$ cat src/rtl/seq_mult_pkg.sv
// Shared types and elaboration helpers for the sequential array multiplier.
package seq_mult_pkg;

   typedef enum logic [1:0] {
      IDLE = 2'd0,
      RUN  = 2'd1,
      DONE = 2'd2
   } mult_state_e;

   // Number of RUN cycles for a full multiply; zero flags an illegal row count.
   function automatic int unsigned mult_cycles(input int unsigned width, input int unsigned rows);
      if (rows == 32'd0) begin
         return 32'd0;
      end else begin
         return width / rows;
      end
   endfunction

   // Bits needed to hold any value in 0 .. n-1.
   function automatic int unsigned cnt_bits(input int unsigned n);
      int unsigned bits;
      bits = 32'd1;
      while ((32'd1 << bits) < n) begin
         bits = bits + 32'd1;
      end
      return bits;
   endfunction

endpackage

$ cat src/rtl/mult_row.sv
// One combinational row of the array: adds (or subtracts) the gated multiplicand
// to the incoming partial sum. SEQ_MULT_SIGNED_EN adds sign handling inputs.
module mult_row #(
   parameter int unsigned WIDTH = 8
) (
   input  logic [WIDTH-1:0] a_i,
   input  logic             b_bit_i,
   input  logic [WIDTH-1:0] s_in_i,
`ifdef SEQ_MULT_SIGNED_EN
   input  logic             sgn_i,
   input  logic             sub_i,
`endif
   output logic [WIDTH-1:0] s_out_o,
   output logic             c_out_o
);

   logic [WIDTH-1:0] pp_s;
   logic [WIDTH:0]   total_s;

`ifdef SEQ_MULT_SIGNED_EN
   logic [WIDTH:0]   s_ext_s;
   logic [WIDTH:0]   pp_ext_s;

   // In signed mode the carry bit acts as the sign of the widened partial sum.
   always_comb begin
      pp_s     = a_i & {WIDTH{b_bit_i}};
      s_ext_s  = {sgn_i & s_in_i[WIDTH-1], s_in_i};
      pp_ext_s = {sgn_i & pp_s[WIDTH-1], pp_s};
      if (sub_i) begin
         total_s = s_ext_s - pp_ext_s;
      end else begin
         total_s = s_ext_s + pp_ext_s;
      end
   end
`else
   // Unsigned row: plain add, the carry-out catches the overflow.
   always_comb begin
      pp_s    = a_i & {WIDTH{b_bit_i}};
      total_s = {1'b0, s_in_i} + {1'b0, pp_s};
   end
`endif

   assign s_out_o = total_s[WIDTH-1:0];
   assign c_out_o = total_s[WIDTH];

endmodule

$ cat src/rtl/seq_array_multiplier.sv
// Sequential array multiplier: ROWS_PER_CYCLE rows per clock, start/done handshake.
// Optional two's-complement mode is enabled by defining SEQ_MULT_SIGNED_EN.
module seq_array_multiplier
   import seq_mult_pkg::*;
#(
   parameter int unsigned WIDTH          = 8,
   parameter int unsigned ROWS_PER_CYCLE = 1
) (
   input  logic                 clk,
   input  logic                 rst_n,
   input  logic                 start,
   input  logic [WIDTH-1:0]     a,
   input  logic [WIDTH-1:0]     b,
`ifdef SEQ_MULT_SIGNED_EN
   input  logic                 is_signed,
`endif
   output logic                 busy,
   output logic                 done,
   output logic [2*WIDTH-1:0]   product
);

   localparam int unsigned CYCLES = mult_cycles(WIDTH, ROWS_PER_CYCLE);
   localparam int unsigned CNT_W  = cnt_bits(WIDTH + 1);
   localparam logic [CNT_W-1:0] ROWS_C     = CNT_W'(ROWS_PER_CYCLE);
   localparam logic [CNT_W-1:0] WIDTH_C    = CNT_W'(WIDTH);
   localparam logic [CNT_W-1:0] LAST_ROW_C = CNT_W'(WIDTH - 1);

   if (WIDTH < 2 || CYCLES == 0 || CYCLES * ROWS_PER_CYCLE != WIDTH) begin : g_bad_cfg
      $error("seq_array_multiplier: WIDTH must be >= 2 and a multiple of ROWS_PER_CYCLE");
   end

   mult_state_e          state_q, state_d;
   logic                 busy_q, busy_d;
   logic                 done_q, done_d;
   logic [WIDTH-1:0]     a_q, a_d;
   logic [WIDTH-1:0]     b_q, b_d;
   logic [WIDTH-1:0]     sum_q, sum_d;
   logic [WIDTH-1:0]     lo_q, lo_d;
   logic [CNT_W-1:0]     cnt_q, cnt_d;
   logic [2*WIDTH-1:0]   product_q, product_d;
`ifdef SEQ_MULT_SIGNED_EN
   logic                 sgn_q, sgn_d;
`endif

   logic [ROWS_PER_CYCLE:0][WIDTH-1:0] chain_s;
   logic [ROWS_PER_CYCLE-1:0]          lsb_s;
   logic [ROWS_PER_CYCLE+WIDTH-1:0]    lo_cat_s;
   logic [WIDTH-1:0]                   lo_next_s;

   assign chain_s[0] = sum_q;

   for (genvar i = 0; i < ROWS_PER_CYCLE; i++) begin : g_row
      logic [WIDTH-1:0] s_out_s;
      logic             c_out_s;
`ifdef SEQ_MULT_SIGNED_EN
      logic             sub_s;
      // Only the row carrying the multiplier MSB has negative weight.
      assign sub_s = sgn_q & ((cnt_q + CNT_W'(i)) == LAST_ROW_C);
`endif
      mult_row #(
         .WIDTH   (WIDTH)
      ) u_row (
         .a_i     (a_q),
         .b_bit_i (b_q[i]),
         .s_in_i  (chain_s[i]),
`ifdef SEQ_MULT_SIGNED_EN
         .sgn_i   (sgn_q),
         .sub_i   (sub_s),
`endif
         .s_out_o (s_out_s),
         .c_out_o (c_out_s)
      );
      assign chain_s[i+1] = {c_out_s, s_out_s[WIDTH-1:1]};
      assign lsb_s[i]     = s_out_s[0];
   end

   // Row LSBs retire into the low half, earliest row ending up lowest.
   assign lo_cat_s  = {lsb_s, lo_q};
   assign lo_next_s = lo_cat_s[ROWS_PER_CYCLE +: WIDTH];

   // Next-state and datapath control.
   always_comb begin
      state_d   = state_q;
      a_d       = a_q;
      b_d       = b_q;
      sum_d     = sum_q;
      lo_d      = lo_q;
      cnt_d     = cnt_q;
      product_d = product_q;
`ifdef SEQ_MULT_SIGNED_EN
      sgn_d     = sgn_q;
`endif
      case (state_q)
         IDLE, DONE: begin
            if (start) begin
               a_d     = a;
               b_d     = b;
               sum_d   = '0;
               lo_d    = '0;
               cnt_d   = '0;
`ifdef SEQ_MULT_SIGNED_EN
               sgn_d   = is_signed;
`endif
               state_d = RUN;
            end else begin
               state_d = IDLE;
            end
         end
         RUN: begin
            sum_d = chain_s[ROWS_PER_CYCLE];
            lo_d  = lo_next_s;
            b_d   = b_q >> ROWS_PER_CYCLE;
            cnt_d = cnt_q + ROWS_C;
            if ((cnt_q + ROWS_C) == WIDTH_C) begin
               product_d = {chain_s[ROWS_PER_CYCLE], lo_next_s};
               state_d   = DONE;
            end else begin
               state_d   = RUN;
            end
         end
         default: begin
            state_d = IDLE;
         end
      endcase
      busy_d = (state_d == RUN);
      done_d = (state_d == DONE);
   end

   // State and datapath registers.
   always_ff @(posedge clk or negedge rst_n) begin
      if (!rst_n) begin
         state_q   <= IDLE;
         busy_q    <= 1'b0;
         done_q    <= 1'b0;
         a_q       <= '0;
         b_q       <= '0;
         sum_q     <= '0;
         lo_q      <= '0;
         cnt_q     <= '0;
         product_q <= '0;
`ifdef SEQ_MULT_SIGNED_EN
         sgn_q     <= 1'b0;
`endif
      end else begin
         state_q   <= state_d;
         busy_q    <= busy_d;
         done_q    <= done_d;
         a_q       <= a_d;
         b_q       <= b_d;
         sum_q     <= sum_d;
         lo_q      <= lo_d;
         cnt_q     <= cnt_d;
         product_q <= product_d;
`ifdef SEQ_MULT_SIGNED_EN
         sgn_q     <= sgn_d;
`endif
      end
   end

   assign busy    = busy_q;
   assign done    = done_q;
   assign product = product_q;

endmodule

$ cat config.mk
export PLATFORM = sky130hd
export DESIGN_NAME = seq_array_multiplier
export DESIGN_NICKNAME = d
export VERILOG_FILES = /design/src/rtl/seq_mult_pkg.sv /design/src/rtl/mult_row.sv /design/src/rtl/seq_array_multiplier.sv
export SDC_FILE = /design/constraint.sdc
export NUM_CORES = 1
export LEC_CHECK = 0
export CORE_MARGIN = 3
export CORE_UTILIZATION = 52
export DETAILED_ROUTE_END_ITERATION = 8
export PLACE_DENSITY = 0.77
export SLEW_MARGIN = 20
export SYNTH_ARGS = -nofsm -noshare
export SYNTH_HDL_FRONTEND = slang
export SYNTH_SLANG_ARGS = --single-unit
$ cat constraint.sdc
create_clock -name clk -period 2.6 [get_ports clk]
set_input_delay 0.52 -clock clk [delete_from_list [all_inputs] [get_ports clk]]
set_output_delay 0.52 -clock clk [all_outputs]
set_load 0.05 [all_outputs]
==> out/summary.txt, run 1 <==
Clock Root Buffer -> clkbuf_8
Final wirelength -> 4.72 mm
VDD IR max -> 0.597 mV
DRC -> 0
Detailed placement HPWL -> 3.40 mm
Syn Nets -> 240
Vias in the first global route -> 1665
Worst-Skew Late Latency -> 0.31 ns
Die area -> 0.00587 mm2
DR WL/cell -> 14.9 um
Worst Skew -> 0.0102 ns
Crit path time final -> 2.22 ns
Main synth FF type -> dfrtp_1
Tcrit/Tclk final -> 85.2%
Status -> completed
Area contributors post-synth -> dfrtp_1, mux2_2, a22o_1
Initial DRC Count -> 70
Post_cts resized -> 0
Placed cell area -> 0.00303 mm2
Slowest stage delay, CP -> 0.46 ns
Setup TNS -> 0 ns
Sink Count -> 55
Fillers -> 387
Placed Cells incl. Taps -> 309
Final #Nets -> 279
Gr usage total -> 17.4%
Post-synth top area cell -> dfrtp_1
Cell Area, Synth -> 0.00259 mm2
Routed Antenna Nets -> 0
Worst-path maximum fanout -> 9
Starting Density -> 54.2%
Die Y-Extent -> 76.6 um
Footprint of the multi-input gates -> 0.00115 mm2
Drt first pass iters -> 4
Final cell count without fillers -> 317
Setup repair bufs after CTS -> 0
Sequential share of the synthesized area -> 53.0%
Hold buffers post-CTS -> 0
Share of Yosys cell area claimed by the top area cell type -> 53.0%
Worst setup EP type -> register
Fmax -> 0.451 GHz
Max H-tree Level -> 2
I/O Buffers -> 36
Crit Path Category -> register to register
Total global routing overflow -> 0
Min-delay worst type -> input pin to asynchronous set/reset pin
Power density over cell area -> 1160 mW/mm2
#FFs+latches synth -> 55
Core Area -> 0.00479 mm2
Vias per cell -> 5.40
Pre-CTS WS -> 0.413 ns
Crit-path slowest cell -> dfrtp_1
Synth cell types -> 40
Post-route worst setup slack -> 0.384 ns
Top cell family by delay on the critical path -> adder cells
WP buf/inv -> 0
Rel. slew slack -> 65.8%
GPL Wtd Cong -> 0.809
Lkg Pwr -> 1.42 nW
EDFF count, synth -> 0
Ports -> 37
Worst-path clk slew -> 0.10 ns
FFs w/ async S/R, synth -> 100%
Reg area -> 0.00138 mm2
N_diodes -> 0
Setup violators final -> 0
Ratio of cells with drive above 1 in the final layout -> 17.2%
Area grow syn2layout -> 20.3%
Synth Instances -> 210
RSZ-0062 raised after global routing -> no
Pin count of the biggest net entering global routing -> 25
CTS tree -> yes
Final Max Tran Viols -> 0
Startpoint types -> register
Via count -> 1712
Max-cap violations -> 0
First-pass GRT wire length -> 8.08 mm
Finished Cell Area -> 0.00312 mm2
Required time worst endpoint -> 2.80 ns
Mapped Avg Cell Area -> 12.4 um2
Min Hold Slack -> 0.157 ns
Worst-Margin Slew -> 0.511 ns
TritonCTS buffer count -> 5
Standard-cell row count -> 25
Crit path arrival time -> 2.42 ns
Final Hold Vio Count -> 0
Clk buf depth -> 2
Crit path cell chain -> and2_1 > ha_1 > fa_1 > a21oi_1 > o211a_1 > o21ai_0 > mux2_2
DIE WIDTH -> 76.6 um
Ys Warns -> 0
Initial antenna violation count -> 0
[cell usage after synthesis, types with 2 or more instances]
cell type and instances:
mux2_2 16, xor2_1 2, nand2b_1 2, o31ai_1 2, mux2_4 7, xnor2_1 3, mux2i_1 7, and2_2 2
ha_1 10, o21ai_0 13, inv_1 4, dfrtp_1 55, nand3_1 5, a21boi_0 2, o211ai_1 2, clkbuf_1 6
nand2_1 16, buf_2 2, a21o_1 3, a21oi_1 6, and2_1 8, nor2_1 4, a22o_1 16
[where the power goes]
part	leakage (nW)	internal [mW]	switching (mW)
clock network	0.0484	0.219	0.273
registers	0.708	1.19	0.227
logic	0.666	0.755	0.954
total	1.42	2.16	1.45
[worst reg2reg max path, stage by stage, from the launching register on]
cell and delay [ns]:
dfrtp_1 0.46, and2_1 0.17, ha_1 0.20, fa_1 0.42, a21oi_1 0.26, o211a_1 0.23
o21ai_0 0.11, mux2_2 0.27
[registers in the layout, indices dropped and copies added, names as in the netlist]
name     flops
state_q      2
b_q          8
done         1
product     16
sum_q        8
lo_q         7
cnt_q        4
busy         1
a_q          8
[per-stage QoR]
stage	total power, mW	utilization [%]
final	3.62	65.3
after global routing	3.86	65.3
after CTS	3.65	65.3
after detailed placement	3.15	63.3
after global placement	3.11	63.3
after floorplan	2.65	-
[path summary, 6_finish.rpt]
check | from | end | slack [ns] | cells after the start
setup / recovery | b_q[0] | product[15] | 0.38 | 7
hold / removal | rst_n | product[7] | 0.16 | 1
setup reg to reg | b_q[0] | product[15] | 0.38 | 7
hold reg to reg | b_q[3] | b_q[2] | 0.49 | 2
max in group asynchronous | rst_n | product[3] | 1.81 | 2
min in group clk | b_q[3] | b_q[2] | 0.49 | 2
[final cells by class]
class | instances | share of cell area [%]
clock inverter | 1 | 0.280
sequential | 55 | 44.1
inverter | 4 | 0.481
timing repair buffer | 42 | 12.8
clock buffer | 7 | 2.76
multi-input combinational | 141 | 36.9
tap | 67 | 2.68
[cells by family after synthesis]
| kind of cell | synth area share [%] |
|---|---|
| AO/OA/AOI/OAI | 14.5 |
| XOR/XNOR | 1.69 |
| adder cells (fa/ha/maj) | 5.59 |
| buffers and inverters | 2.55 |
| flip-flops | 53.0 |
| multiplexers | 13.7 |
| AND/OR/NAND/NOR | 8.92 |
[metal layers]
metal	track usage (%)	share of wire, %
met4	7.07	1.8
met2	27.4	47
met1	23.3	47
met5	0	0
met3	4.02	4.4
[cells in the final DEF (no fill, tap or decap), drive strengths merged, types with 5 or more instances in the layout]
master          n
buf             7
and2           10
clkbuf          7
mux2           23
ha             10
nand3           5
o21ai          13
a22o           16
a21oi           6
clkdlybuf4s50  35
dfrtp          55
mux2i           7
nand2          16
(Power assumes the default switching activity.)
==> inputs of run 2 (changes only) <==
- CORE_MARGIN: 3 -> 2
==> run 2 against run 1 <==
Sequential share of layout area shrank 0.37 points. Clock power grew 4%. Die area down 5.2%. Critical path depth shrank 1.
==> out/summary.txt, run 2 (same netlist as run 1, synthesis figures left out) <==
Max FFs per register -> 16 (unchanged)
First-pass GRT wire length -> 8.07 mm (-0.16%)
Crit path time final -> 2.17 ns (-0.0414 ns)
Placed cell area -> 0.00305 mm2 (+0.58%)
GPL Wtd Cong -> 0.882 (+9.0%)
Fillers -> 384 (-0.78%)
Rel. slew slack -> 52.1% (-14 points)
Worst-path clk slew -> 0.09 ns (about the same)
VDD IR max -> 0.523 mV (-12%)
N_diodes -> 0 (unchanged)
Ports -> 37 (unchanged)
Clock Root Buffer -> clkbuf_8
Max-cap violations -> 0 (unchanged)
Standard-cell row count -> 25 (unchanged)
Clk buf depth -> 2 (unchanged)
Fmax -> 0.460 GHz (+1.9%)
Required time worst endpoint -> 2.80 ns (about the same)
Reg-to-Reg Start -> cnt_q[0]
Power density over cell area -> 1160 mW/mm2 (about the same)
Vias in the first global route -> 1722 (+3.4%)
Tcrit/Tclk final -> 83.6% (-1.6 points)
Crit path arrival time -> 2.37 ns (-0.05 ns)
Setup violators final -> 0 (unchanged)
I/O Buffers -> 36 (unchanged)
Detailed placement HPWL -> 3.40 mm (-0.12%)
Finished Cell Area -> 0.00315 mm2 (+0.84%)
Initial DRC Count -> 64 (-8.6%)
TritonCTS buffer count -> 5 (unchanged)
Worst Skew -> 0.00576 ns (-0.00443 ns)
Met1 Use GR -> 27.6% (+4.3 points)
Met3 usage -> 4.15% (+0.13 points)
Worst-Skew Late Latency -> 0.31 ns (about the same)
Lkg Pwr -> 1.44 nW (+0.94%)
Die area -> 0.00557 mm2 (-5.2%)
Ratio of cells with drive above 1 in the final layout -> 18.7% (+1.5 points)
Most common cell after layout, fill and taps aside -> dfrtp_1
Post_cts resized -> 0 (unchanged)
Final #Nets -> 281 (+0.72%)
Worst setup EP type -> register
Via count -> 1683 (-1.7%)
Final wirelength -> 4.66 mm (-1.4%)
Setup repair bufs after CTS -> 0 (unchanged)
Startpoint types -> register
Sink Count -> 55 (unchanged)
Drt first pass iters -> 4 (unchanged)
Crit Path Category -> register to register
Crit. Startpoint -> cnt_q[0]
DRC -> 0 (unchanged)
Worst-path maximum fanout -> 11 (+2)
Pin count of the biggest net entering global routing -> 35 (+40%)
Total global routing overflow -> 0 (unchanged)
Routed Antenna Nets -> 0 (unchanged)
Setup TNS -> 0 ns (unchanged)
Worst-Margin Slew -> 0.719 ns (+0.208 ns)
M2 GR Usage -> 30.0% (+2.6 points)
DR WL/cell -> 14.6 um (-2.0%)
DIE WIDTH -> 74.6 um (-2.6%)
Hold buffers post-CTS -> 0 (unchanged)
Die Y-Extent -> 74.6 um (-2.6%)
Area grow syn2layout -> 21.4%
Vias per cell -> 5.28 (-2.3%)
Reg area -> 0.00138 mm2 (unchanged)
Core Area -> 0.00475 mm2 (-0.65%)
RSZ-0062 raised after global routing -> no
Final Max Tran Viols -> 0 (unchanged)
GR peak layer -> met2
Max H-tree Level -> 2 (unchanged)
Min-delay worst type -> input pin to asynchronous set/reset pin
Footprint of the multi-input gates -> 0.00115 mm2 (+0.22%)
Gr usage total -> 19.4% (+2.0 points)
Final Hold Vio Count -> 0 (unchanged)
Most frequent cells in the layout -> dfrtp_1, clkdlybuf4s50_1, nand2_1, mux2_2, a22o_1
Final Util -> 66.2% (+0.98 points)
Initial antenna violation count -> 0 (unchanged)
Status -> completed
CTS tree -> yes
Starting Density -> 54.6% (+0.36 points)
-- run 2: worst max-delay path: stages (launching register included) --
cell and delay, ns:
dfrtp_1 0.46, ha_1 0.28, and2_2 0.20, o21a_1 0.14, o211ai_4 0.40, buf_4 0.28
mux2_4 0.31
-- run 2: power by group --
group / switching (mW) / internal [mW]
Clock: 0.269 / 0.243
Sequential: 0.225 / 1.19
Combinational: 0.953 / 0.766
Total: 1.45 / 2.20
-- run 2: per-layer routing --
layer / routed length [um] / vias up
met5: 0 / -
met4: 70 / 0
met3: 124 / 7
met2: 2110 / 25
met1: 2360 / 807
li1: - / 844
-- run 2: worst paths after layout --
check | endpoint | slack, ns | depth (start not counted)
setup / recovery | product[11] | 0.43 | 6
hold / removal | b_q[4] | 0.26 | 1
setup reg to reg | product[11] | 0.43 | 6
hold reg to reg | b_q[1] | 0.49 | 2
max in group asynchronous | product[8] | 1.69 | 2
min in group clk | b_q[1] | 0.49 | 2
-- run 2: area by class of cell --
| type | instances | share of cell area, % |
|---|---|---|
| multi-input cells | 141 | 36.7 |
| clock inverters | 1 | 0.238 |
| clock buffers | 7 | 3.06 |
| repair buffers | 44 | 13.2 |
| flip-flops and latches | 55 | 43.7 |
| well taps | 67 | 2.66 |
| inverters | 4 | 0.477 |
-- run 2: through the flow --
stage | hold slack (ns) | setup WS (ns) | std cells | power, mW
final | 0.256 | 0.425 | 319 | 3.65
after floorplan | 0.224 | 0.618 | 210 | 2.65
after CTS | 0.267 | 0.410 | 319 | 3.68
after global placement | 0.466 | 0.468 | 311 | 3.12
after global routing | 0.309 | 0.308 | 319 | 3.89
after detailed placement | 0.477 | 0.405 | 311 | 3.16
